==> src/rtl/bullet_engine.sv <==
// bullet_engine: multi-slot projectile tracker. Once per frame tick it serially erases every drawn
// bullet, advances all live bullets by STEP rows, then redraws each live bullet as a LEN-pixel
// vertical streak through a registered single-pixel write port.
module bullet_engine #(
  parameter int unsigned NUM_BULLETS = 4,
  parameter int unsigned LEN         = 4,
  parameter int unsigned STEP        = 1,
  parameter bit          DIR_UP      = 1'b1,
  parameter int unsigned Y_MAX       = 239,
  parameter logic [2:0]  COLOUR      = 3'b111
) (
  input  logic                   clk,
  input  logic                   reset,
  input  logic                   fire,
  input  logic [8:0]             fire_x,
  input  logic [7:0]             fire_y,
  output logic                   fire_ack,
  input  logic                   tick,
  input  logic [NUM_BULLETS-1:0] kill,
  output logic                   busy,
  output logic                   done,
  output logic                   plot,
  output logic [8:0]             x,
  output logic [7:0]             y,
  output logic [2:0]             colour,
  output logic [NUM_BULLETS-1:0] active
);

  localparam int unsigned SW = (NUM_BULLETS > 1) ? $clog2(NUM_BULLETS) : 1;
  localparam logic [SW-1:0] LastSlot = SW'(NUM_BULLETS - 1);
  localparam logic [2:0]    LastK    = 3'(LEN - 1);
  localparam logic [9:0]    YMax10   = 10'(Y_MAX);
  localparam logic [9:0]    Step10   = 10'(STEP);

  typedef enum logic [2:0] {StIdle, StErase, StMove, StDraw, StDone} state_e;

  state_e                 r_state, w_state_d;
  logic [SW-1:0]          r_slot, w_slot_d;
  logic [2:0]             r_k, w_k_d;
  logic                   r_emit, w_emit_d;  // current slot emits LEN pixels (latched at slot entry)
  logic [8:0]             r_px [NUM_BULLETS];
  logic [7:0]             r_py [NUM_BULLETS];
  logic [8:0]             w_px_d [NUM_BULLETS];
  logic [7:0]             w_py_d [NUM_BULLETS];
  logic [NUM_BULLETS-1:0] r_active, w_active_d;
  logic [NUM_BULLETS-1:0] r_drawn, w_drawn_d;
  logic                   r_fire_ack;
  logic                   r_plot, w_plot_d;
  logic [8:0]             r_x, w_x_d;
  logic [7:0]             r_y, w_y_d;
  logic [2:0]             r_colour, w_col_d;

  logic                   w_scan, w_slot_end, w_last_slot;
  logic                   w_accept, w_found;
  logic [SW-1:0]          w_free_idx;
  logic [7:0]             w_ysel;
  logic [9:0]             w_y10;

  assign w_scan      = (r_state == StErase) || (r_state == StDraw);
  assign w_slot_end  = !r_emit || (r_k == LastK);
  assign w_last_slot = (r_slot == LastSlot);
  // Fire decision uses the pre-kill mask so a same-cycle kill cannot free a slot early.
  assign w_accept    = (r_state == StIdle) && fire && !(&r_active);

  // State register.
  always_ff @(posedge clk or posedge reset) begin
    if (reset) r_state <= StIdle;
    else       r_state <= w_state_d;
  end

  // Next-state logic: each scan phase ends when the last slot finishes.
  always_comb begin
    w_state_d = r_state;
    unique case (r_state)
      StIdle:  if (tick) w_state_d = StErase;
      StErase: if (w_slot_end && w_last_slot) w_state_d = StMove;
      StMove:  w_state_d = StDraw;
      StDraw:  if (w_slot_end && w_last_slot) w_state_d = StDone;
      StDone:  w_state_d = StIdle;
      default: w_state_d = StIdle;
    endcase
  end

  // Lowest-index free slot for a new bullet.
  always_comb begin
    w_free_idx = '0;
    w_found    = 1'b0;
    for (int i = 0; i < int'(NUM_BULLETS); i++) begin
      if (!r_active[i] && !w_found) begin
        w_free_idx = SW'(i);
        w_found    = 1'b1;
      end
    end
  end

  // Slot state update: move, drawn bookkeeping, kill, then fire (fire wins over kill).
  always_comb begin
    w_active_d = r_active;
    w_drawn_d  = r_drawn;
    w_px_d     = r_px;
    w_py_d     = r_py;
    if (r_state == StMove) begin
      for (int i = 0; i < int'(NUM_BULLETS); i++) begin
        if (r_active[i]) begin
          if (DIR_UP) begin
            if ({2'b00, r_py[i]} < Step10) w_active_d[i] = 1'b0;
            else                           w_py_d[i] = r_py[i] - 8'(STEP);
          end else begin
            if (({2'b00, r_py[i]} + Step10) > YMax10) w_active_d[i] = 1'b0;
            else                                      w_py_d[i] = r_py[i] + 8'(STEP);
          end
        end
      end
    end
    if (w_scan && r_emit && (r_k == LastK)) w_drawn_d[r_slot] = (r_state == StDraw);
    w_active_d = w_active_d & ~kill;
    if (w_accept) begin
      w_px_d[w_free_idx]     = fire_x;
      w_py_d[w_free_idx]     = fire_y;
      w_active_d[w_free_idx] = 1'b1;
    end
  end

  // Scan counters: slot index, pixel index and whether the slot emits pixels.
  always_comb begin
    w_slot_d = r_slot;
    w_k_d    = r_k;
    w_emit_d = r_emit;
    if (w_state_d != r_state) begin
      w_slot_d = '0;
      w_k_d    = '0;
      w_emit_d = (w_state_d == StErase) ? w_drawn_d[0] :
                 (w_state_d == StDraw)  ? w_active_d[0] : 1'b0;
    end else if (w_scan) begin
      if (w_slot_end) begin
        w_slot_d = r_slot + 1'b1;
        w_k_d    = '0;
        w_emit_d = (r_state == StErase) ? w_drawn_d[w_slot_d] : w_active_d[w_slot_d];
      end else begin
        w_k_d = r_k + 3'd1;
      end
    end
  end

  // Pixel output logic, evaluated on next-cycle scan state so the registered pixel lines up
  // with the scan cycle that produces it.
  always_comb begin
    w_plot_d = 1'b0;
    w_x_d    = '0;
    w_y_d    = '0;
    w_col_d  = '0;
    w_ysel   = w_py_d[w_slot_d];
    if (DIR_UP) w_y10 = {2'b00, w_ysel} - {7'd0, w_k_d};
    else        w_y10 = {2'b00, w_ysel} + {7'd0, w_k_d};
    // Off-screen pixels still consume their cycle, just without a write strobe.
    if (((w_state_d == StErase) || (w_state_d == StDraw)) && w_emit_d &&
        !w_y10[9] && (w_y10 <= YMax10)) begin
      w_plot_d = 1'b1;
      w_x_d    = w_px_d[w_slot_d];
      w_y_d    = w_y10[7:0];
      w_col_d  = (w_state_d == StDraw) ? COLOUR : 3'b000;
    end
  end

  // Datapath and registered outputs.
  always_ff @(posedge clk or posedge reset) begin
    if (reset) begin
      r_slot     <= '0;
      r_k        <= '0;
      r_emit     <= 1'b0;
      r_active   <= '0;
      r_drawn    <= '0;
      r_fire_ack <= 1'b0;
      r_plot     <= 1'b0;
      r_x        <= '0;
      r_y        <= '0;
      r_colour   <= '0;
      for (int i = 0; i < int'(NUM_BULLETS); i++) begin
        r_px[i] <= '0;
        r_py[i] <= '0;
      end
    end else begin
      r_slot     <= w_slot_d;
      r_k        <= w_k_d;
      r_emit     <= w_emit_d;
      r_active   <= w_active_d;
      r_drawn    <= w_drawn_d;
      r_fire_ack <= w_accept;
      r_plot     <= w_plot_d;
      r_x        <= w_x_d;
      r_y        <= w_y_d;
      r_colour   <= w_col_d;
      for (int i = 0; i < int'(NUM_BULLETS); i++) begin
        r_px[i] <= w_px_d[i];
        r_py[i] <= w_py_d[i];
      end
    end
  end

  assign fire_ack = r_fire_ack;
  assign busy     = (r_state != StIdle);
  assign done     = (r_state == StDone);
  assign plot     = r_plot;
  assign x        = r_x;
  assign y        = r_y;
  assign colour   = r_colour;
  assign active   = r_active;

endmodule

==> config.mk <==
export PLATFORM = sky130hd
export DESIGN_NAME = bullet_engine
export DESIGN_NICKNAME = d
export VERILOG_FILES = /design/src/rtl/bullet_engine.sv
export SDC_FILE = /design/constraint.sdc
export NUM_CORES = 1
export LEC_CHECK = 0
export CAP_MARGIN = 20
export CORE_MARGIN = 3
export CORE_UTILIZATION = 25
export CTS_CLUSTER_DIAMETER = 50
export DETAILED_ROUTE_END_ITERATION = 12
export GPL_TIMING_DRIVEN = 0
export HOLD_SLACK_MARGIN = 0.05
export PLACE_DENSITY = 0.41
export SLEW_MARGIN = 20
export SYNTH_ARGS = -nofsm -noshare
export SYNTH_HDL_FRONTEND = slang
export SYNTH_SLANG_ARGS = --single-unit
export TNS_END_PERCENT = 100
==> constraint.sdc <==
create_clock -name clk -period 6 [get_ports clk]
set_input_delay 1.5 -clock clk [delete_from_list [all_inputs] [get_ports clk]]
set_output_delay 1.5 -clock clk [all_outputs]
set_load 0.1 [all_outputs]
Word-level counts from Yosys, hierarchy flattened
Index checks and enable logic that the tools add are counted.
{"block": "classes", "add_sub_neg": 7, "magnitude_cmp": 13, "n_eq_ne": 9, "n_mux": 70, "bitwise": 5, "n_reduce_logical": 28}
{"cell": "$mux W8", "n": 12}
{"cell": "$mux W32", "n": 2}
{"cell": "$bwmux W36", "n": 1}
{"cell": "$mux W36", "n": 1}
{"cell": "$mux W9", "n": 4}
{"cell": "$bwmux W32", "n": 1}
{"cell": "$lt A8 B1 Y1 const B", "n": 4}
{"cell": "$sub A8 B1 Y8 const B", "n": 4}
{"cell": "$mux W3", "n": 8}
{"cell": "$mux W1", "n": 23}
{"cell": "$bmux W9 S2", "n": 1}
{"cell": "$demux W9 S2", "n": 1}
{"cell": "$bmux W8 S2", "n": 1}
{"cell": "$demux W8 S2", "n": 1}
{"cell": "$logic_and A1 B1 Y1", "n": 14}
{"cell": "$eq A3 B2 Y1 const B", "n": 4}
{"cell": "$mux W4", "n": 3}
{"cell": "$pmux W3 S4", "n": 1}
{"cell": "$le A10 B8 Y1 const B", "n": 1}
{"cell": "$mux W2", "n": 5}
{"cell": "$lt A2 B3 Y1 const B", "n": 3}
{"cell": "$sub A8 B3 Y9", "n": 1}
{"cell": "$logic_not A1 Y1", "n": 8}
{"cell": "$eq A3 B1 Y1 const B", "n": 2}
{"cell": "19 further kinds", "n": 26}
{"block": "totals", "reg_bits": 107, "inputBits": 25, "out_inout_bits": 28, "word_cells": 151}

Logic depth before layout (Yosys ltp)
Gate-level depths: netlist (run 1).
{"block": "logic_depth", "depth_word": 25, "mapped_depth": 21, "mapped_depth_nobuf": 19}

Worst setup path after synthesis (run 1)
Ideal clock, no wire load.
{"block": "synth_path", "path_kind": "input-to-reg", "startpoint": "input tick", "endpoint": "register r_x[6], in the netlist x[6]", "setup_time_ns": 0.141, "arrival_time_ns": 5.097, "t_required_ns": 5.859, "setup_slack_ns": 0.762, "cell_stages": 18, "path_buffers": 4, "cell_sequence": "or2_0 -> buf_2 -> a22o_2 -> inv_1 -> buf_2 -> buf_1 -> mux2_2 -> mux2_2 -> ha_1 -> nor2b_1 -> o21ai_0 -> nand2b_1 -> inv_1 -> o211ai_1 -> nor4_4 -> xor2_2 -> buf_4 -> a221oi_1"}
{"block": "synth_between", "elab_chain_cells": 13, "elab_cells_between_ends": 25, "classes_between": "add/sub (1); order compare (1); eq/ne (3); mux (14); bitwise (1); reduce/logical (5)"}
{"item": "start, declared", "line_no": "18", "source": "input logic tick,"}
{"item": "$mux W3 *", "line_no": "75", "source": "StIdle: if (tick) w_state_d = StErase;"}
{"item": "$pmux W3 S4 *", "line_no": "74", "source": "unique case (r_state)"}
{"item": "branches (longest 10 deep; another with $le A10 B8 Y1)"}
{"item": "$mux W9 *", "line_no": "156", "source": "if (((w_state_d == StErase) || (w_state_d == StDraw)) && w_emit_d &&"}
{"item": "named net w_x_d[6]", "line_no": "49", "source": "logic [8:0] r_x, w_x_d;"}
{"item": "end signal, assigned", "line_no": "190", "source": "r_x <= w_x_d;"}
{"item": "end, declared", "line_no": "49"}
Mark *: on every way through the listed nets, which the timed path passes. The select of a mux whose other input is x is not followed.

Worst setup path after layout (run 1)
Ends and elaborated chain as after synthesis.

==> results.cfg, run 1 <==
[clock_network]
cts_root_buf = clkbuf_16
ctsHtreeMaxLevel = 3
clk_pin_slew_ns = 0.07
cts_tree = built
cts.sinks = 105
cts_made_buffers = 9
clkLatencyLatePin_ns = 0.36
postCtsHoldBufs = 0
clk_path_buf_depth = 2

[critical_path]
worst-path-buf-inv = 8
worstSetupEndpointType = flip-flop
cp_common_cell = buf_4
max_stage_delay_ns = 0.44
worstSetupPathType = in2reg
critPathMaxFanout = 10
arrival_ns = 5.99
start_kind = primary input
critPathSlowestCell = clkdlybuf4s50_1
crit_chain = clkdlybuf4s50_1, or2_0, buf_2, a22o_2, inv_1, clkbuf_4, buf_4, mux2_2, mux2_2, ha_1, nor2b_1, o21ai_0, nand2b_1, inv_1, o211ai_1, nor4_4, buf_4, xor2_4, buf_4, a221oi_2
worst-endpoint-required_ns = 6.22
cp_top_family = buffers and inverters

[sta]
skew_ns = 0.007489
slew_violations = 0
fin_crit_sh_pct = 96.07
setup_ws_ns = 0.2360
slew_headroom_pct = 34.30
fmax_mhz = 173.5
finalSetupViolCount = 0
worst_slew_pin_slew_ns = 0.9824
final.min_clock_period_ns = 5.764
hold_viol_final = 0

[flow_run]
maxCapViolations = 0

[floorplan]
initial_core_util_pct = 25.60
ios = 53
num_rows = 57
fp.coreArea_um2 = 24530
dieWidth_um = 164.5
dieHeight_um = 164.5
die_area_um2 = 27060

[placement]
dpl.cell_count = 1075
portBuffers = 52
globalplace.congestion = 0.8986
dp_slack_ns = -1.062
hpwl_mm = 15.82

[cells_and_area]
final_core_util_pct = 30.97
drive_gt1_share_pct = 11.72
final_cell_mix = nand2_1 (144), dfrtp_1 (105), nor2_1 (61)
diodes = 0
nets = 802
final_common_cell = nand2_1
fill_cells = 2632
syn2layout_area_growth_pct = 21.00
instances_no_fill = 1092

[route]
drt_wl_total_mm = 21.21
dr.pass1.iters = 5
vias = 5530
wl_per_cell_um = 19.43
drc = 0
viasPerCell = 5.064
drt.antenna.violating_nets = 0
drt-initial-drc-count = 436

[power_and_ir_drop]
powerDensity_nw_per_um2 = 646.1
pwr-share-comb_pct = 66.3
netSwitchingFraction_pct = 52.02
p_int_mw = 2.355
clockPowerShare_pct = 12.2
switchingPower_mw = 2.554
cellLeakagePower_nw = 3.108
finalPower_mw = 4.909
peakVddDrop_mv = 0.4196
seqPwrFrac_pct = 21.5

[logic_synthesis]
synthTopCellsByArea = dfrtp_1 (42%), nand2_1 (8.7%), nor2_1 (3.7%)
synthesis.instances = 698
async_flop_share_pct = 100.0
synth_edf_count = 0
yosys.cell_types.count = 85
yosysWarningCount = 0
synth.ff_latch_count = 105
synth_top_area_cell = dfrtp_1
yosysSeqAreaShare_pct = 41.84
syn_area_um2 = 6280
synth_top_area_share_pct = 41.84
synthesis.nets = 737
synth.avg_cell_area_um2 = 8.997
synth_flop_cell = dfrtp_1

[min_path]
hold_class = reg2reg

[grt]
antenna_found_initial = 0
grt_pass1_wl_mm = 33.59
grt_max_degree = 71
grt_overflow_total = 0
grt_use_total_pct = 16.16
grt_pass1_vias = 5634

[run_status]
status = finished, final reports clean
[flip-flops by register name, summed over array words and instances, names as in the netlist, named ones only]
signal	flops
fire_ack	1
y	8
r_px	36
x	9
r_emit	1
active	4
r_k	3
plot	1
r_drawn	3
r_state	3
r_slot	2
r_py	32
colour	1
[metrics by stage]
stage           TNS, ns  cell area [um2]  hold slack (ns)
2_1_floorplan         0             6280           0.4331
3_3_place_gp     -44.38             7206           0.4459
3_5_place_dp     -17.89             7238           0.4504
4_1_cts               0             7555           0.4713
5_1_grt        -0.03429             7599           0.4908
6_report              0             7599           0.4689
[what timing repair did]
action	in CTS	in global routing
buffers inserted	0	4
pin swaps	1	1
setup endpoints to repair	19	19
resized for setup	11	9
[layout make-up]
class                   count  area [um2]  area share (%)
plain buffers              36       222.7           2.931
clock buffers              10       229.0           3.013
clock inverters             6       61.31          0.8068
inverters                  31       121.4           1.597
multi-input cells         523        3353           44.13
flip-flops and latches    105        2628           34.58
well taps                 324       405.4           5.335
repair buffers             57       578.1           7.607
[per-layer routing]
layer,vias to the layer above,share of wire (%),GRT usage [%]
li1,2627,-,-
met1,2741,47,22.72
met5,-,0,0
met2,141,47,25.85
met3,21,4.2,2.709
met4,0,2.0,4.194
[power groups by stage]
stage / Sequential, mW / Clock [mW] / Combinational [mW]
floorplan: 1.37 / 0 / 1.97
global placement: 1.06 / 0 / 3.13
detailed placement: 1.06 / 0 / 3.16
CTS: 1.05 / 0.618 / 3.21
global route: 1.08 / 0.642 / 3.54
finish: 1.06 / 0.598 / 3.25
[cell usage after synthesis (all sizes together) (9+ instances only)]
cell / count
xnor2: 9
dfrtp: 105
inv: 31
a31oi: 14
nand2: 145
nor4: 9
a211oi: 16
mux2i: 12
nand3: 10
clkbuf: 22
or3: 15
nor2: 63
o211ai: 17
ha: 13
a21oi: 18
a221oi: 12
mux2: 9
o21ai: 23
nor3: 21
nand2b: 13
buf: 17
[worst paths after layout]
check / cells past startpoint / slack [ns] / to / start
max: 20 / 0.24 / x[6] / tick
min: 2 / 0.47 / r_px[8] / r_px[8]
max reg2reg: 22 / 0.71 / x[6] / r_k[0]
min reg2reg: 2 / 0.47 / r_px[8] / r_px[8]
max in group asynchronous: 3 / 3.82 / r_py[15] / reset
min in group asynchronous: 2 / 1.50 / y[5] / reset
[cell families (layout without fill, tap and decap cells)]
family,Yosys count,in the layout,share of synthesized area [%]
buffers and inverters,70,140,5.200
AND/OR/NAND/NOR,331,331,26.24
multiplexers,23,23,4.244
flip-flops,105,105,41.84
AO/OA/AOI/OAI,142,142,17.63
XOR/XNOR,13,13,1.933
adder cells (fa/ha/maj),14,14,2.909
[worst min-delay path, delay by kind of cell, from the launching register on]
kind / cells / cell delay [ns]
flops: 1 / 0.33
simple gates: 2 / 0.11
(Power assumes the default switching activity.)
==> run 2: changes to the inputs <==
REMOVE_ABC_BUFFERS = 1   (was not set)
==> results.cfg, run 2 (same netlist as run 1, synthesis figures left out) <==
[critical_path]
cp_common_cell = mux2_2
rrSetupSlack_ns = 0.72
worstSetupPathType = in2reg
critPathMaxFanout = 18
crit_chain = clkdlybuf4s50_1, or4b_4, or2_4, mux2_2, mux2_2, mux2_2, ha_1, nor2b_1, o21ai_0, nand2b_1, inv_1, o211ai_1, nor4_4, xor2_4, buf_4, a221oi_1
arrival_ns = 5.88
critPathSlowestCell = or4b_4
start_kind = primary input
worstSetupEndpointType = flip-flop
ff2ff_path_depth = 16
r2r-end = y[3]
max_stage_delay_ns = 0.59
worst-endpoint-required_ns = 6.24
r2r_start = r_state[1]

[sta]
rsz0062_at_grt = false
finalSetupViolCount = 0
worst_slew_pin_slew_ns = 1.017
setup_ws_ns = 0.3599
skew_ns = 0.01136
final.min_clock_period_ns = 5.640
slew_headroom_pct = 32.08
fin_crit_sh_pct = 94.00
hold_viol_final = 0
fmax_mhz = 177.3
slew_violations = 0

[grt]
grt_overflow_total = 0
grt_busiest_layer = met2
grt_util_met1_pct = 20.92
grt_pass1_wl_mm = 31.80
grt_util_met2_pct = 24.45
grt_use_total_pct = 15.38
met3_usage_pct = 2.659
grt_pass1_vias = 5420
grt_max_degree = 69
antenna_found_initial = 0

[route]
viasPerCell = 5.151
vias = 5486
drt-initial-drc-count = 523
drt_wl_total_mm = 20.31
drc = 0
dr.pass1.iters = 5
drt.antenna.violating_nets = 0
wl_per_cell_um = 19.07

[placement]
globalplace.congestion = 0.8510
dp_slack_ns = -0.9685
dpl.cell_count = 1040
hpwl_mm = 14.18
portBuffers = 52

[floorplan]
num_rows = 57
initial_core_util_pct = 25.60
fp.coreArea_um2 = 24530
dieWidth_um = 164.5
dieHeight_um = 164.5
ios = 53
die_area_um2 = 27060

[cells_and_area]
drive_gt1_share_pct = 11.34
diodes = 0
syn2layout_area_growth_pct = 20.14
instances_no_fill = 1065
nets = 775
final_cell_mix = nand2_1 (144), dfrtp_1 (105), nor2_1 (60)
top_register = r_px
final_common_cell = nand2_1
largest_register_ffs = 36

[clock_network]
cts.sinks = 105
clkLatencyLatePin_ns = 0.37
ctsHtreeMaxLevel = 3
cts_root_buf = clkbuf_16
postCtsHoldBufs = 0
cts_tree = built
clk_path_buf_depth = 2
clk_pin_slew_ns = 0.08
cts_made_buffers = 9

[power_and_ir_drop]
peakVddDrop_mv = 0.2922
cellLeakagePower_nw = 3.062
powerDensity_nw_per_um2 = 659.7

[min_path]
hold_class = reg2reg
hold_depth = 2
hold_end = r_px[8]
hp-start = r_px[8]

[flow_run]
maxCapViolations = 0

[run_status]
status = finished, final reports clean
[run 2: worst max-delay path by stage]
| stage | from | cells past startpoint | endpoint |
|---|---|---|---|
| after floorplan | tick | 14 | x[0] |
| after global placement | tick | 13 | x[2] |
| after detailed placement | fire | 14 | y[3] |
| after CTS | fire | 16 | y[3] |
| after global routing | fire | 17 | x[8] |
| final | fire | 16 | y[3] |
[run 2: per-stage QoR]
| step | utilization [%] | TNS, ns | power, mW | hold WS [ns] | instance area, um2 |
|---|---|---|---|---|---|
| 6_report | 30.75 | 0 | 4.977 | 0.4697 | 7545 |
| 5_1_grt | 30.75 | 0 | 5.341 | 0.4864 | 7545 |
| 4_1_cts | 30.62 | 0 | 5.021 | 0.4735 | 7512 |
| 3_5_place_dp | 28.97 | -16.72 | 4.126 | 0.4520 | 7107 |
| 3_3_place_gp | 28.51 | -60.64 | 4.040 | 0.4443 | 6995 |
| 2_1_floorplan | - | 0 | 3.195 | 0.4331 | 6070 |
[run 2: final cells by class]
| cell class | count | area, um2 |
|---|---|---|
| Fill cell | 2574 | 16990 |
| Multi-Input combinational cell | 523 | 3371 |
| Sequential cell | 105 | 2628 |
| Timing Repair Buffer | 66 | 710.7 |
| Tap cell | 324 | 405.4 |
| Clock buffer | 9 | 225.2 |
| Inverter | 31 | 121.4 |
| Clock inverter | 7 | 83.83 |
[run 2: critical path: cells and delay by family]
| kind | cells | cell delay (ns) |
|---|---|---|
| buffers and inverters | 3 | 0.79 |
| AO/OA/AOI/OAI | 3 | 0.65 |
| adder cells (fa/ha/maj) | 1 | 0.26 |
| XOR/XNOR | 1 | 0.14 |
| multiplexers | 3 | 0.90 |
| AND/OR/NAND/NOR | 5 | 1.63 |
[run 2: report_power, final]
part | switching, mW | internal, mW | total [mW]
clock | 0.326 | 0.300 | 0.626
combinational | 2.04 | 1.21 | 3.25
sequential | 0.183 | 0.922 | 1.11
total | 2.55 | 2.43 | 4.98
[run 2: repair_timing]
action,in CTS,in global routing
endpoints found under the setup margin,19,18
gates resized for setup,2,5
pin swaps,2,1
buffers inserted,7,2
[run 2: routing by layer]
| layer | part of all wire [%] | wire (um) |
|---|---|---|
| met1 | 46 | 9281 |
| met2 | 46 | 9359 |
| met3 | 5.6 | 1131 |
| met4 | 2.7 | 542 |
| met5 | 0 | 0 |
